File: src/rtl/rf_pkg.sv
// Shared constants, state and grant-owner types for regfile_read_sched.
package rf_pkg;
  localparam int unsigned ADDR_W = 5;
  localparam int unsigned DATA_W = 32;

  typedef enum logic [2:0] {IDLE, RD_RS1, RD_RS2, RESP, DBG_RD} state_t;
  typedef enum logic {OWN_DEC, OWN_DBG} owner_t;

  // Register x0 always reads as zero regardless of the mux sample.
  function automatic logic [DATA_W-1:0] x0_mask(input logic [ADDR_W-1:0] idx,
                                                input logic [DATA_W-1:0] d);
    return (idx == '0) ? '0 : d;
  endfunction
endpackage

File: src/rtl/rr_arb2.sv
// Two-requester round-robin arbiter (decode vs debug) holding last_grant.
module rr_arb2
  import rf_pkg::*;
(
  input  logic clk,
  input  logic rst_n,
  input  logic en,
  input  logic req_dec,
  input  logic req_dbg,
  output logic gnt_dec,
  output logic gnt_dbg
);
  owner_t last_grant;

  // On a tie the requester not granted last wins.
  always_comb begin
    gnt_dec = en & req_dec & (~req_dbg | (last_grant == OWN_DBG));
    gnt_dbg = en & req_dbg & ~gnt_dec;
  end

  always_ff @(posedge clk or negedge rst_n) begin
    if (!rst_n)       last_grant <= OWN_DBG;
    else if (gnt_dec) last_grant <= OWN_DEC;
    else if (gnt_dbg) last_grant <= OWN_DBG;
  end
endmodule

File: src/rtl/regfile_read_sched.sv
// Time-multiplexes the shared register-file read mux select between decode
// operand reads and an optional debug read port (enabled by RF_DBG_PORT_EN).
module regfile_read_sched
  import rf_pkg::*;
(
  input  logic              clk,
  input  logic              rst_n,
  output logic [ADDR_W-1:0] sl,
  input  logic [DATA_W-1:0] mux_out,
  input  logic              dec_valid,
  output logic              dec_ready,
  input  logic [ADDR_W-1:0] dec_rs1,
  input  logic [ADDR_W-1:0] dec_rs2,
  output logic              op_valid,
  input  logic              op_ready,
  output logic [DATA_W-1:0] op_a,
  output logic [DATA_W-1:0] op_b
`ifdef RF_DBG_PORT_EN
  ,
  input  logic              dbg_valid,
  output logic              dbg_ready,
  input  logic [ADDR_W-1:0] dbg_addr,
  output logic              dbg_rvalid,
  output logic [DATA_W-1:0] dbg_rdata
`endif
);
  state_t            state, state_nxt;
  logic [ADDR_W-1:0] rs1_q, rs2_q;
  logic              idle;
  logic              dec_go;

  assign idle = (state == IDLE);

`ifdef RF_DBG_PORT_EN
  logic [ADDR_W-1:0] dbg_addr_q;
  logic              dbg_go;

  rr_arb2 u_arb (
    .clk     (clk),
    .rst_n   (rst_n),
    .en      (idle),
    .req_dec (dec_valid),
    .req_dbg (dbg_valid),
    .gnt_dec (dec_go),
    .gnt_dbg (dbg_go)
  );

  assign dec_ready = dec_go;
  assign dbg_ready = dbg_go;
`else
  assign dec_ready = idle;
  assign dec_go    = dec_valid & idle;
`endif

  always_comb begin
    state_nxt = state;
    sl        = '0;
    case (state)
      IDLE: begin
        if (dec_go) state_nxt = RD_RS1;
`ifdef RF_DBG_PORT_EN
        else if (dbg_go) state_nxt = DBG_RD;
`endif
      end
      RD_RS1: begin
        sl        = rs1_q;
        state_nxt = RD_RS2;
      end
      RD_RS2: begin
        sl        = rs2_q;
        state_nxt = RESP;
      end
      RESP: if (op_ready) state_nxt = IDLE;
`ifdef RF_DBG_PORT_EN
      DBG_RD: begin
        sl        = dbg_addr_q;
        state_nxt = IDLE;
      end
`endif
      default: state_nxt = IDLE;
    endcase
  end

  assign op_valid = (state == RESP);

  always_ff @(posedge clk or negedge rst_n) begin
    if (!rst_n) begin
      state <= IDLE;
      rs1_q <= '0;
      rs2_q <= '0;
      op_a  <= '0;
      op_b  <= '0;
    end else begin
      state <= state_nxt;
      if (dec_go) begin
        rs1_q <= dec_rs1;
        rs2_q <= dec_rs2;
      end
      if (state == RD_RS1) op_a <= x0_mask(rs1_q, mux_out);
      if (state == RD_RS2) op_b <= x0_mask(rs2_q, mux_out);
    end
  end

`ifdef RF_DBG_PORT_EN
  always_ff @(posedge clk or negedge rst_n) begin
    if (!rst_n) begin
      dbg_addr_q <= '0;
      dbg_rvalid <= 1'b0;
      dbg_rdata  <= '0;
    end else begin
      if (dbg_go) dbg_addr_q <= dbg_addr;
      dbg_rvalid <= (state == DBG_RD);
      if (state == DBG_RD) dbg_rdata <= x0_mask(dbg_addr_q, mux_out);
    end
  end
`endif
endmodule

File: config.mk
export PLATFORM = sky130hd
export DESIGN_NAME = regfile_read_sched
export DESIGN_NICKNAME = d
export VERILOG_FILES = /design/src/rtl/rf_pkg.sv /design/src/rtl/rr_arb2.sv /design/src/rtl/regfile_read_sched.sv
export SDC_FILE = /design/constraint.sdc
export NUM_CORES = 1
export LEC_CHECK = 0
export BUFFER_PORTS_ARGS = -buffer_cell sky130_fd_sc_hd__buf_4
export CORE_UTILIZATION = 49
export DETAILED_ROUTE_END_ITERATION = 12
export GPL_TIMING_DRIVEN = 0
export MAX_ROUTING_LAYER = met4
export PLACE_DENSITY = 0.79
export SLEW_MARGIN = 10
export SYNTH_ARGS = -nofsm -noshare
export SYNTH_HDL_FRONTEND = slang
export SYNTH_HIERARCHICAL = 1
export SYNTH_SLANG_ARGS = --single-unit
File: constraint.sdc
create_clock -name clk -period 2.3 [get_ports clk]
set_clock_uncertainty 0.15 [all_clocks]
set_input_delay 0.69 -clock clk [delete_from_list [all_inputs] [get_ports clk]]
set_output_delay 0.69 -clock clk [all_outputs]
set_load 0.01 [all_outputs]
# Yosys cells after proc, flatten, opt, wreduce, memory -nomap -nowiden
# Index checks and enable logic that the tools add are counted.
[totals] reg_bits=77 elab_cells=21
[classes] eq_ne=5 muxes=6 n_bitwise=1 n_reduce_logical=4
[ops] op="32-bit two-way mux" count=2
[ops] op="3-bit one-hot mux with 4 select lines" count=1
[ops] op="5-bit zero test" count=2
[ops] op="5-bit one-hot mux with 2 select lines" count=1
[ops] op="3-bit by 2-bit equality test with 1-bit output, second input constant" count=2
[ops] op="3-bit two-way mux" count=2
[ops] op="2-bit by 1-bit != test with 1-bit output, second input constant" count=2
[ops] op="3-bit by 1-bit equality test with 1-bit output, second input constant" count=1
[ops] op="3-bit zero test" count=1
[ops] op="2-bit AND reduction" count=1
[ops] op="1-bit AND" count=1

# Depth between registers and ports, before layout
# Gate-level depths: netlist of run 1.
[depth] word_depth=4 depth_mapped=6 mapped_depth_nobuf=5

# Worst setup path before layout of run 1
# Ideal clock, no wire load.
[synth_timing] path_kind="flip-flop to output port" startpoint="reg state[0]" endpoint="out sl[0]" t_arrival_ns=1.133 required_ns=1.460 setup_slack_ns=0.327 stages_incl_launch_ff=6 n_path_buf=1 path_cell_list="dfrtp_1 inv_1 ha_1 buf_2 a22oi_1 nor2b_1"
[synth_via] elab_chain_len=2 word_cells_on_any_way=3 classes_between="eq/ne: 2; mux: 1"
[synth_rtl] element="start, declared" line="regfile_read_sched.sv:27" rtl="state_t state, state_nxt;"
[synth_rtl] element="start signal, assigned" line="regfile_read_sched.sv:94" rtl="state <= state_nxt;"
[synth_rtl] element="3-bit by 2-bit equality test with 1-bit output or 3-bit by 1-bit equality test with 1-bit output (tied branches)" line="regfile_read_sched.sv:58" rtl="case (state)"
[synth_rtl] element="5-bit one-hot mux with 2 select lines *" line="regfile_read_sched.sv:58"
[synth_rtl] element="end, declared" line="regfile_read_sched.sv:8" rtl="output logic [ADDR_W-1:0] sl,"
# Mark *: on every way between the ends. The rest lies on a longest branch, timed or not.

# Final worst setup path of run 1
[layout_timing] startpoint="reg state[0]" endpoint="out sl[3]"
# The elaborated chain is that of the path after synthesis.

==> load_flow_metrics.sql, run 1 <==
INSERT INTO impl_metrics (metric_group, metric, value, unit) VALUES
('yosys', 'synth_flop_cell', 'sky130_fd_sc_hd__dfrtp_1', ''),
('yosys', 'synthDistinctLibCells', '17', ''),
('yosys', 'synth.most_common_cell', 'sky130_fd_sc_hd__dfrtp_1', ''),
('timing', 'finalHoldViolCount', '0', ''),
('pwr', 'p_total', '7449', 'uW'),
('critical_path', 'critical_path.max_fanout', '6', ''),
('placement', 'portBuffers', '116', ''),
('critical_path', 'critical-path-top-delay-family', 'flip-flops', ''),
('yosys', 'synth_area', '0.003229', 'sq mm'),
('floorplan', 'row_count', '29', ''),
('drt', 'post_drt_wl_per_cell', '16.55', 'microns'),
('clock_tree', 'cts.hold.buffers_added', '0', ''),
('floorplan', 'chipHeight', '83.18', 'microns'),
('placement', 'placement.cell_area', '0.004197', 'sq mm'),
('yosys', 'synth.area.top_cells', 'sky130_fd_sc_hd__dfrtp_1, sky130_fd_sc_hd__mux2i_1, sky130_fd_sc_hd__nor2_1', ''),
('yosys', 'synth_top_cell_area_share', '58.89', '%'),
('timing', 'rsz0062_at_grt', 'yes', ''),
('critical_path', 'worst-setup-path-type', 'reg -> out', ''),
('job', 'maxCapViolations', '0', ''),
('run_status', 'failed_checks', 'negative setup slack', ''),
('yosys', 'asyncSetResetFlopFracSynth', '100.0', '%'),
('floorplan', 'chipWidth', '83.18', 'microns'),
('drt', 'route.final.wire_length', '7827', 'microns'),
('timing', 'setup_viol_count_final', '5', ''),
('critical_path', 'crit_path_cell_trace', 'inv_4, buf_12, ha_4, nor2b_4, buf_6', ''),
('layout', 'final_net_count', '442', ''),
('drt', 'drt_pass1_iterations', '4', ''),
('grt', 'globalRoute.totalOverflow', '0', ''),
('grt', 'grt_max_degree', '77', ''),
('drt', 'dr_vias', '2424', ''),
('layout', 'areaGrowthSynthToFinish', '44.36', '%'),
('layout', 'drive_above_1_share', '46.46', '%'),
('yosys', 'syn-mean-instance-area', '12.61', 'sq um'),
('pwr', 'p_per_area', '1598', 'mW/mm^2'),
('grt', 'first_global_vias', '2528', ''),
('critical_path', 'cp-start-kind', 'flip-flop', ''),
('worst_hold_path', 'hold_path.class', 'in -> async', ''),
('yosys', 'postSynthCellCount', '256', ''),
('grt', 'antenna_violations_before_repair', '0', ''),
('clock_tree', 'cts-root-to-sink-buffers', '2', ''),
('timing', 'tightest_slew', '939.6', 'ps'),
('critical_path', 'timing.critical_path.slowest_cell_delay', '420', 'ps'),
('layout', 'post_layout_nonfiller_instances', '473', ''),
('run_status', 'run_status', 'finished with violations', ''),
('drt', 'ant_nets', '0', ''),
('drt', 'drt_iter0_markers', '32', ''),
('clock_tree', 'cts_made_buffers', '9', ''),
('clock_tree', 'clock_latency', '340', 'ps'),
('pwr', 'cellLeakagePower', '0.002273', 'uW'),
('drt', 'drc_errors', '0', ''),
('floorplan', 'dieArea', '0.006919', 'sq mm'),
('timing', 'layout_worst_path_cycle_share', '102.3', '%'),
('yosys', 'synth-edff-count', '0', ''),
('layout', 'num_antenna_cells', '0', ''),
('clock_tree', 'clk_pin_slew_worst_paths', '80', 'ps'),
('clock_tree', 'htree_levels', '3', ''),
('timing', 'postLayoutSetupSlackWorst', '-52.61', 'ps'),
('floorplan', 'coreArea', '0.006350', 'sq mm'),
('clock_tree', 'tritoncts', 'yes', ''),
('yosys', 'synth.yosys.seq_area_share', '58.89', '%'),
('drt', 'via_per_inst', '5.125', ''),
('timing', 'slew_violations', '0', ''),
('critical_path', 'endpoint_kind', 'output port', ''),
('timing', 'finalWorstPathRequiredPeriod', '2353', 'ps'),
('yosys', 'synthesis.nets', '307', ''),
('grt', 'first_pass_grt_wire_length', '12740', 'microns'),
('timing', 'timing.slew.headroom', '37.36', '%'),
('yosys', 'synth.top_cells.by_count', 'sky130_fd_sc_hd__dfrtp_1, sky130_fd_sc_hd__nor2_1, sky130_fd_sc_hd__mux2i_1', ''),
('floorplan', 'initial_core_util', '50.86', '%'),
('placement', 'gp_congestion', '0.7683', ''),
('critical_path', 'crit_arrival', '1510', 'ps');
==> area by class of cell <==
cell class                 count  area [sq um]  area share (%)
multi-input combinational    163          1320           28.31
clock buffer                  12         145.1           3.113
tap                           77         96.34           2.067
sequential                    76          1903           40.82
inverter                       3         13.76          0.2952
clock inverter                 4         120.1           2.576
timing repair buffer         126         977.2           20.96
buffer                        12         86.33           1.852
==> kinds of logic after synthesis <==
family          synth area share, %
fa+ha+maj                     1.937
mux                           23.67
flops                         58.89
compound gates                1.589
buf+inv                       3.332
simple gates                  10.58
==> cells in the final DEF (no fill, tap or decap) <==
cell type and n:
sky130_fd_sc_hd__ha_4 3, sky130_fd_sc_hd__clkbuf_8 10, sky130_fd_sc_hd__nand2_1 1, sky130_fd_sc_hd__dfrtp_2 1, sky130_fd_sc_hd__inv_1 1, sky130_fd_sc_hd__dfrtp_1 75, sky130_fd_sc_hd__buf_4 123, sky130_fd_sc_hd__mux2_2 11
sky130_fd_sc_hd__inv_2 1, sky130_fd_sc_hd__o32ai_1 1, sky130_fd_sc_hd__or4b_1 1, sky130_fd_sc_hd__a21oi_1 1, sky130_fd_sc_hd__bufinv_16 4, sky130_fd_sc_hd__nor2b_2 1, sky130_fd_sc_hd__buf_2 6, sky130_fd_sc_hd__nor2b_1 1
sky130_fd_sc_hd__or4b_4 1, sky130_fd_sc_hd__buf_12 1, sky130_fd_sc_hd__inv_4 1, sky130_fd_sc_hd__mux2i_1 64, sky130_fd_sc_hd__buf_6 8, sky130_fd_sc_hd__ha_2 2, sky130_fd_sc_hd__nor2b_4 4, sky130_fd_sc_hd__nor2_1 65
sky130_fd_sc_hd__nor3_4 2, sky130_fd_sc_hd__clkbuf_1 2, sky130_fd_sc_hd__a22oi_2 5
==> worst register-to-register path: stages (launching register included) <==
cell and delay, ps:
sky130_fd_sc_hd__dfrtp_2 460, sky130_fd_sc_hd__inv_2 130, sky130_fd_sc_hd__ha_4 220, sky130_fd_sc_hd__or4b_1 500
sky130_fd_sc_hd__nor3_4 270, sky130_fd_sc_hd__buf_4 250, sky130_fd_sc_hd__nor2_1 80
==> layer usage <==
metal / global-route usage (%) / part of all wire (%) / vias up
met4: 10.66 / 1.6 / 0
met3: 4.374 / 4.3 / 12
li1: - / - / 1135
met5: - / 0 / -
met2: 37.85 / 51 / 72
met1: 31.29 / 43 / 1205
==> sequential cells by signal (all words and copies together) (netlist names) <==
signal	cells
op_a	32
op_b	32
rs1_q	5
rs2_q	5
state	2
==> metrics by stage <==
step           hold WS (ps)  setup slack (ps)  TNS [ps]
6_report              330.3            -52.61    -196.8
5_1_grt               410.4            -110.9    -479.5
4_1_cts               364.6            -78.81    -353.6
3_5_place_dp          359.4             34.55         0
3_3_place_gp          352.9             48.78         0
2_1_floorplan         244.4             326.6         0
==> final timing paths <==
check	startpoint	to	cells after the start	slack (ps)
worst max register to register	state[1]	op_a[22]	6	150
min in group clk	op_a[21]	op_a[21]	2	370
worst min-delay path	rst_n	op_a[16]	1	330
worst min register to register	op_a[21]	op_a[21]	2	370
worst max-delay path	state[0]	sl[3]	5	-50
max in group asynchronous	rst_n	state[1]	1	1010
==> timing repair <==
item,CTS,global route
resized for setup,16,17
pin swaps,1,4
setup buffers,8,2
setup endpoints to repair,5,5
==> power by group <==
part           switching, uW  internal [uW]
clock network            470            862
logic                   1660           1940
registers                474           2040
No activity file was read; power rests on OpenSTA's default activity.
==> run 2: changes to the inputs <==
- CORE_UTILIZATION: 49 -> 44
- CTS_CLUSTER_SIZE: unset -> 14
- PLACE_DENSITY: 0.79 -> unset
- PLACE_DENSITY_LB_ADDON: unset -> 0.2
- clock period: 2.3 -> 1.94 ns (I/O delays scaled with it)
==> run 2 against run 1 <==
  * The flow still finishes with violations (negative setup slack)
  * Die area up 11%
  * Clock-buffer cell count grew 1
  * Sequential share of layout area is 3.3 points lower
  * Critical path depth rose by 1
  * Register-to-register slack got worse by 240 ps
  * Cell count grew 7.4%
  * Via count up 1.3%
  * Non-clock buffer count increased by 16
  * Power grew 22%
  * Global-route usage is 2.0 points lower
  * Combinational power up 31%
  * Cell area up 8.7%
==> load_flow_metrics.sql, run 2 (same netlist as run 1, synthesis figures left out) <==
INSERT INTO impl_metrics (metric_group, metric, value, unit) VALUES
('run_status', 'run_status', 'finished with violations', ''),
('run_status', 'failed_checks', 'negative setup slack', ''),
('critical_path', 'rr_endpoint', 'op_b[3]', ''),
('timing', 'finalHoldViolCount', '0', ''),
('drt', 'drt_iter0_markers', '47', ''),
('timing', 'timing.slew.headroom', '36.54', '%'),
('floorplan', 'ioPinCount', '117', ''),
('clock_tree', 'clock_sink_total', '76', ''),
('drt', 'ant_nets', '0', ''),
('job', 'maxCapViolations', '0', ''),
('timing', 'setup_viol_count_final', '37', ''),
('placement', 'portBuffers', '116', ''),
('grt', 'track_usage', '22.23', '%'),
('timing', 'postLayoutSetupSlackWorst', '-345.9', 'ps'),
('drt', 'route.final.wire_length', '7968', 'microns'),
('timing', 'finalWorstPathRequiredPeriod', '2286', 'ps'),
('drt', 'drc_errors', '0', ''),
('pwr', 'ir_drop', '0.0008185', 'V'),
('timing', 'layout_worst_path_cycle_share', '117.8', '%'),
('floorplan', 'chipHeight', '87.67', 'microns'),
('clock_tree', 'tritoncts', 'yes', ''),
('timing', 'post_route_hold_slack', '234.6', 'ps'),
('drt', 'post_drt_wl_per_cell', '15.69', 'microns'),
('grt', 'first_pass_grt_wire_length', '12320', 'microns'),
('pwr', 'cellLeakagePower', '0.002379', 'uW'),
('clock_tree', 'clockRootBuffer', 'sky130_fd_sc_hd__clkbuf_8', ''),
('clock_tree', 'cts-root-to-sink-buffers', '2', ''),
('timing', 'rsz0062_at_grt', 'yes', ''),
('clock_tree', 'clk_pin_slew_worst_paths', '80', 'ps'),
('clock_tree', 'clock_latency', '330', 'ps'),
('critical_path', 'worst-setup-path-type', 'reg -> out', ''),
('grt', 'first_global_vias', '2543', ''),
('critical_path', 'worstSetupEndpoint', 'sl[3]', ''),
('layout', 'post_layout_nonfiller_instances', '508', ''),
('timing', 'slew_violations', '0', ''),
('layout', 'drive_above_1_share', '55.34', '%'),
('worst_hold_path', 'hold_path.class', 'in -> async', ''),
('placement', 'gp_congestion', '0.7262', ''),
('critical_path', 'critical_path.max_fanout', '7', ''),
('grt', 'grt_max_degree', '77', ''),
('drt', 'dr_vias', '2456', ''),
('pwr', 'p_per_area', '1789', 'mW/mm^2'),
('grt', 'globalRoute.totalOverflow', '0', ''),
('clock_tree', 'htree_levels', '3', ''),
('critical_path', 'cp-start-kind', 'flip-flop', ''),
('floorplan', 'initial_core_util', '46.50', '%'),
('placement', 'placed_cells_incl_taps', '468', ''),
('layout', 'layout_commonest_cell', 'sky130_fd_sc_hd__buf_4', ''),
('timing', 'tightest_slew', '952.0', 'ps'),
('floorplan', 'dieArea', '0.007686', 'sq mm'),
('critical_path', 'reg2reg_slack', '-90', 'ps'),
('placement', 'dp_hpwl', '5076', 'microns'),
('layout', 'largest_registers_in_the_final_layout', 'op_a (32), op_b (32)', ''),
('timing', 'clock.fmax', '437.5', 'MHz'),
('drt', 'via_per_inst', '4.835', ''),
('layout', 'layout_common_cells', 'sky130_fd_sc_hd__buf_4, sky130_fd_sc_hd__dfrtp_1, sky130_fd_sc_hd__mux2i_1', ''),
('layout', 'final_net_count', '458', ''),
('drt', 'drt_pass1_iterations', '4', ''),
('floorplan', 'row_count', '30', ''),
('layout', 'areaGrowthSynthToFinish', '56.92', '%'),
('critical_path', 'crit_required', '1210', 'ps'),
('critical_path', 'crit_arrival', '1550', 'ps'),
('critical_path', 'r2r.worst_path.cells', '8', ''),
('floorplan', 'chipWidth', '87.67', 'microns'),
('grt', 'antenna_violations_before_repair', '0', ''),
('clock_tree', 'cts.hold.buffers_added', '0', ''),
('critical_path', 'crit_start', 'state[0]', ''),
('critical_path', 'critical_path.reg2reg.startpoint', 'state[0]', ''),
('floorplan', 'coreArea', '0.006944', 'sq mm'),
('layout', 'num_antenna_cells', '0', ''),
('clock_tree', 'cts_made_buffers', '9', ''),
('critical_path', 'endpoint_kind', 'output port', '');
[run 2: cell types whose count changed in the layout (fill, tap and decap cells not counted), sizes merged]
cell      change
buf          +14
bufinv        -2
bufbuf        +2
clkinvlp      +1
clkbuf        +1
[run 2: how the worst min path moves through the flow]
stage / from / endpoint / depth (start not counted)
6_report: rst_n / op_b[20] / 1
5_1_grt: rst_n / op_a[17] / 1
4_1_cts: rst_n / op_a[19] / 1
3_5_place_dp: op_a[25] / op_a[25] / 2
3_3_place_gp: op_b[31] / op_b[31] / 2
2_1_floorplan: rst_n / op_a[0] / 0
[run 2: timing repair]
action / in CTS / in global routing
cloned: 6 / 0
resized for setup: 46 / 56
buffers inserted: 17 / 7
pin swaps: 7 / 27
endpoints found under the setup margin: 65 / 71
[run 2: layer usage]
metal / share of wire [%] / wire, microns / GRT usage [%]
met5: 0 / 0 / -
met4: 0.97 / 77 / 8.048
met2: 51 / 4070 / 36.51
met1: 44 / 3534 / 28.42
met3: 3.6 / 286 / 2.828
[run 2: cell type report]
class | instances | area (sq um)
clock inverters | 3 | 67.56
fillers | 496 | 1877
inverters | 3 | 11.26
multi-input cells | 163 | 1471
repair buffers | 141 | 1175
plain buffers | 13 | 150.1
clock buffers | 13 | 168.9
well taps | 96 | 120.1
flip-flops and latches | 76 | 1903
[run 2: power breakdown]
group,switching (uW),total (uW),leakage (uW),internal (uW)
clock,552,1380,0.000116,831
sequential,541,2960,0.000902,2420
combinational,2140,4720,0.00136,2580
[run 2: worst max-delay path: stages, from the launching register on]
cell and delay, ps:
sky130_fd_sc_hd__dfrtp_1 410, sky130_fd_sc_hd__buf_4 150, sky130_fd_sc_hd__ha_4 150, sky130_fd_sc_hd__buf_6 130, sky130_fd_sc_hd__a22oi_2 190, sky130_fd_sc_hd__nor2b_4 70, sky130_fd_sc_hd__buf_6 120
[run 2: through the flow]
stage / total power, uW / TNS, ps / cell area, sq um / setup slack, ps / util [%]
floorplan: 4998 / 0 / 3229 / 74.60 / -
global placement: 6619 / -4728 / 4220 / -174.4 / 60.77
detailed placement: 6747 / -5617 / 4220 / -211.9 / 60.77
CTS: 8588 / -6157 / 4890 / -326.0 / 70.41
global route: 9621 / -7845 / 5067 / -394.5 / 72.97
finish: 9063 / -3943 / 5067 / -345.9 / 72.97
==> run 3: changes to the inputs <==
- REMOVE_ABC_BUFFERS: unset -> 1
==> run 3 against run 2 <==
  * Clock-buffer cell count decreased by 1
  * Sequential share of layout area down 0.98 points
  * Register-to-register slack worse by 210 ps
  * The run still ends with negative setup slack left
  * Cell area rose by 2.7%
  * Maximum frequency rose by 2.2%
  * Clock power barely moved
  * Critical path depth grew 1
  * Worst setup slack better by 49 ps
  * Worst hold slack worse by 1.7 ps
  * Global-route usage is 1.4 points higher
  * Core utilization grew 2.0 points
==> load_flow_metrics.sql, run 3 (same netlist as run 1, synthesis figures left out) <==
INSERT INTO impl_metrics (metric_group, metric, value, unit) VALUES
('layout', 'finish.instance_area', '0.005204', 'sq mm'),
('critical_path', 'reg2reg_slack', '-300', 'ps'),
('grt', 'antenna_violations_before_repair', '0', ''),
('grt', 'grt_max_degree', '77', ''),
('layout', 'layout_common_cells', 'sky130_fd_sc_hd__buf_4, sky130_fd_sc_hd__dfrtp_1, sky130_fd_sc_hd__mux2i_1', ''),
('grt', 'first_global_vias', '2484', ''),
('critical_path', 'critical_path.max_fanout', '8', ''),
('drt', 'drc_errors', '0', ''),
('grt', 'first_pass_grt_wire_length', '12910', 'microns'),
('placement', 'portBuffers', '116', ''),
('floorplan', 'dieArea', '0.007686', 'sq mm'),
('grt', 'track_usage', '23.62', '%'),
('floorplan', 'coreArea', '0.006944', 'sq mm'),
('clock_tree', 'clk_pin_slew_worst_paths', '70', 'ps'),
('clock_tree', 'clock_sink_total', '76', ''),
('pwr', 'ir_drop', '0.0008856', 'V'),
('layout', 'areaGrowthSynthToFinish', '61.14', '%'),
('layout', 'drive_above_1_share', '61.73', '%'),
('layout', 'num_antenna_cells', '0', ''),
('drt', 'drt_iter0_markers', '65', ''),
('critical_path', 'rr_endpoint', 'op_a[25]', ''),
('drt', 'dr_vias', '2499', ''),
('floorplan', 'initial_core_util', '46.50', '%'),
('floorplan', 'chipHeight', '87.67', 'microns'),
('floorplan', 'chipWidth', '87.67', 'microns'),
('drt', 'ant_nets', '0', ''),
('critical_path', 'worst-setup-path-type', 'reg -> reg', ''),
('timing', 'finalHoldViolCount', '0', ''),
('timing', 'rsz0062_at_grt', 'yes', ''),
('placement', 'dp_worst_setup_slack', '-1178', 'ps'),
('pwr', 'p_per_area', '1863', 'mW/mm^2'),
('floorplan', 'ioPinCount', '117', ''),
('floorplan', 'row_count', '30', ''),
('run_status', 'failed_checks', 'negative setup slack', ''),
('critical_path', 'crit_required', '2020', 'ps'),
('critical_path', 'endpoint_kind', 'flip-flop', ''),
('layout', 'final_net_count', '451', ''),
('clock_tree', 'cts-root-to-sink-buffers', '2', ''),
('layout', 'layout_commonest_cell', 'sky130_fd_sc_hd__buf_4', ''),
('critical_path', 'cp-start-kind', 'flip-flop', ''),
('timing', 'timing.slew.headroom', '35.49', '%'),
('drt', 'drt_pass1_iterations', '4', ''),
('layout', 'largest_registers_in_the_final_layout', 'op_a (32), op_b (32)', ''),
('drt', 'route.final.wire_length', '9076', 'microns'),
('timing', 'slew_violations', '0', ''),
('critical_path', 'worstSetupEndpoint', 'op_a[25]', ''),
('job', 'maxCapViolations', '0', ''),
('timing', 'postLayoutSetupSlackWorst', '-297.0', 'ps'),
('critical_path', 'critical_path.reg2reg.startpoint', 'state[1]', ''),
('placement', 'placement.cell_area', '0.004197', 'sq mm'),
('timing', 'layout_worst_path_cycle_share', '115.3', '%'),
('clock_tree', 'htree_levels', '3', ''),
('clock_tree', 'clock_latency', '340', 'ps'),
('critical_path', 'r2r.worst_path.cells', '7', ''),
('timing', 'clock.fmax', '447.0', 'MHz'),
('timing', 'setup_viol_count_final', '71', ''),
('grt', 'globalRoute.totalOverflow', '0', ''),
('critical_path', 'crit_arrival', '2310', 'ps'),
('placement', 'dp_hpwl', '4954', 'microns'),
('timing', 'finalWorstPathRequiredPeriod', '2237', 'ps'),
('clock_tree', 'tritoncts', 'yes', ''),
('pwr', 'cellLeakagePower', '0.002353', 'uW'),
('worst_hold_path', 'hold_path.class', 'in -> async', ''),
('run_status', 'run_status', 'finished with violations', ''),
('clock_tree', 'clockRootBuffer', 'sky130_fd_sc_hd__clkbuf_8', ''),
('clock_tree', 'cts.hold.buffers_added', '0', ''),
('critical_path', 'crit_start', 'state[1]', ''),
('timing', 'tightest_slew', '967.7', 'ps'),
('drt', 'via_per_inst', '4.988', ''),
('drt', 'post_drt_wl_per_cell', '18.12', 'microns'),
('placement', 'gp_congestion', '0.7357', ''),
('clock_tree', 'cts_made_buffers', '9', '');
==> run 3: cell type report <==
cell class | count | area [sq um]
Clock buffer | 12 | 165.2
Clock inverter | 4 | 70.07
Fill cell | 460 | 1740
Inverter | 3 | 13.76
Multi-Input combinational cell | 164 | 1655
Sequential cell | 76 | 1903
Tap cell | 96 | 120.1
Timing Repair Buffer | 146 | 1276
==> run 3: worst max-delay path, cell delays in order, from the launching register on <==
cell                        delay [ps]
sky130_fd_sc_hd__dfrtp_2           460
sky130_fd_sc_hd__inv_4             110
sky130_fd_sc_hd__ha_4              210
sky130_fd_sc_hd__buf_6             120
sky130_fd_sc_hd__or4b_4            490
sky130_fd_sc_hd__nor3_4            280
sky130_fd_sc_hd__clkbuf_16         270
sky130_fd_sc_hd__nor2_4             40
==> run 3: worst min-delay path by stage <==
stage,endpoint,startpoint
after floorplan,op_a[0],rst_n
after global placement,op_b[19],op_b[19]
after detailed placement,op_a[0],op_a[0]
after CTS,rs2_q[1],rst_n
after global routing,rs2_q[0],dec_rs2[0]
final,op_b[13],rst_n
==> run 3: per-stage QoR <==
stage	total power, uW	cells	hold WS [ps]	util, %	TNS [ps]
detailed placement	6801	457	359.9	60.43	-73100
CTS	8767	491	271.1	67.64	-7337
global route	10260	501	296.9	74.94	-20840
floorplan	4995	242	136.4	-	-94980
global placement	6667	454	352.0	59.39	-163620
finish	9693	501	232.9	74.94	-17090
==> run 3: power breakdown <==
group | switching (uW) | internal (uW) | total [uW]
Sequential | 586 | 2420 | 3010
Combinational | 2370 | 2910 | 5290
Clock | 576 | 826 | 1400
==> run 3: metal layers <==
metal	vias to the layer above	track usage [%]	part of all wire (%)
met5	-	-	0
met3	15	5.372	4.3
met2	79	36.08	49
met1	1249	30.92	45
met4	0	8.644	2.0
li1	1156	-	-
==> run 3: what timing repair did <==
item | 4_1_cts | 5_1_grt
gates resized for setup | 24 | 110
gates cloned | 2 | 5
pin swaps | 24 | 46
setup buffers | 17 | 6
endpoints found under the hold margin | 0 | 0
setup endpoints to repair | 71 | 71
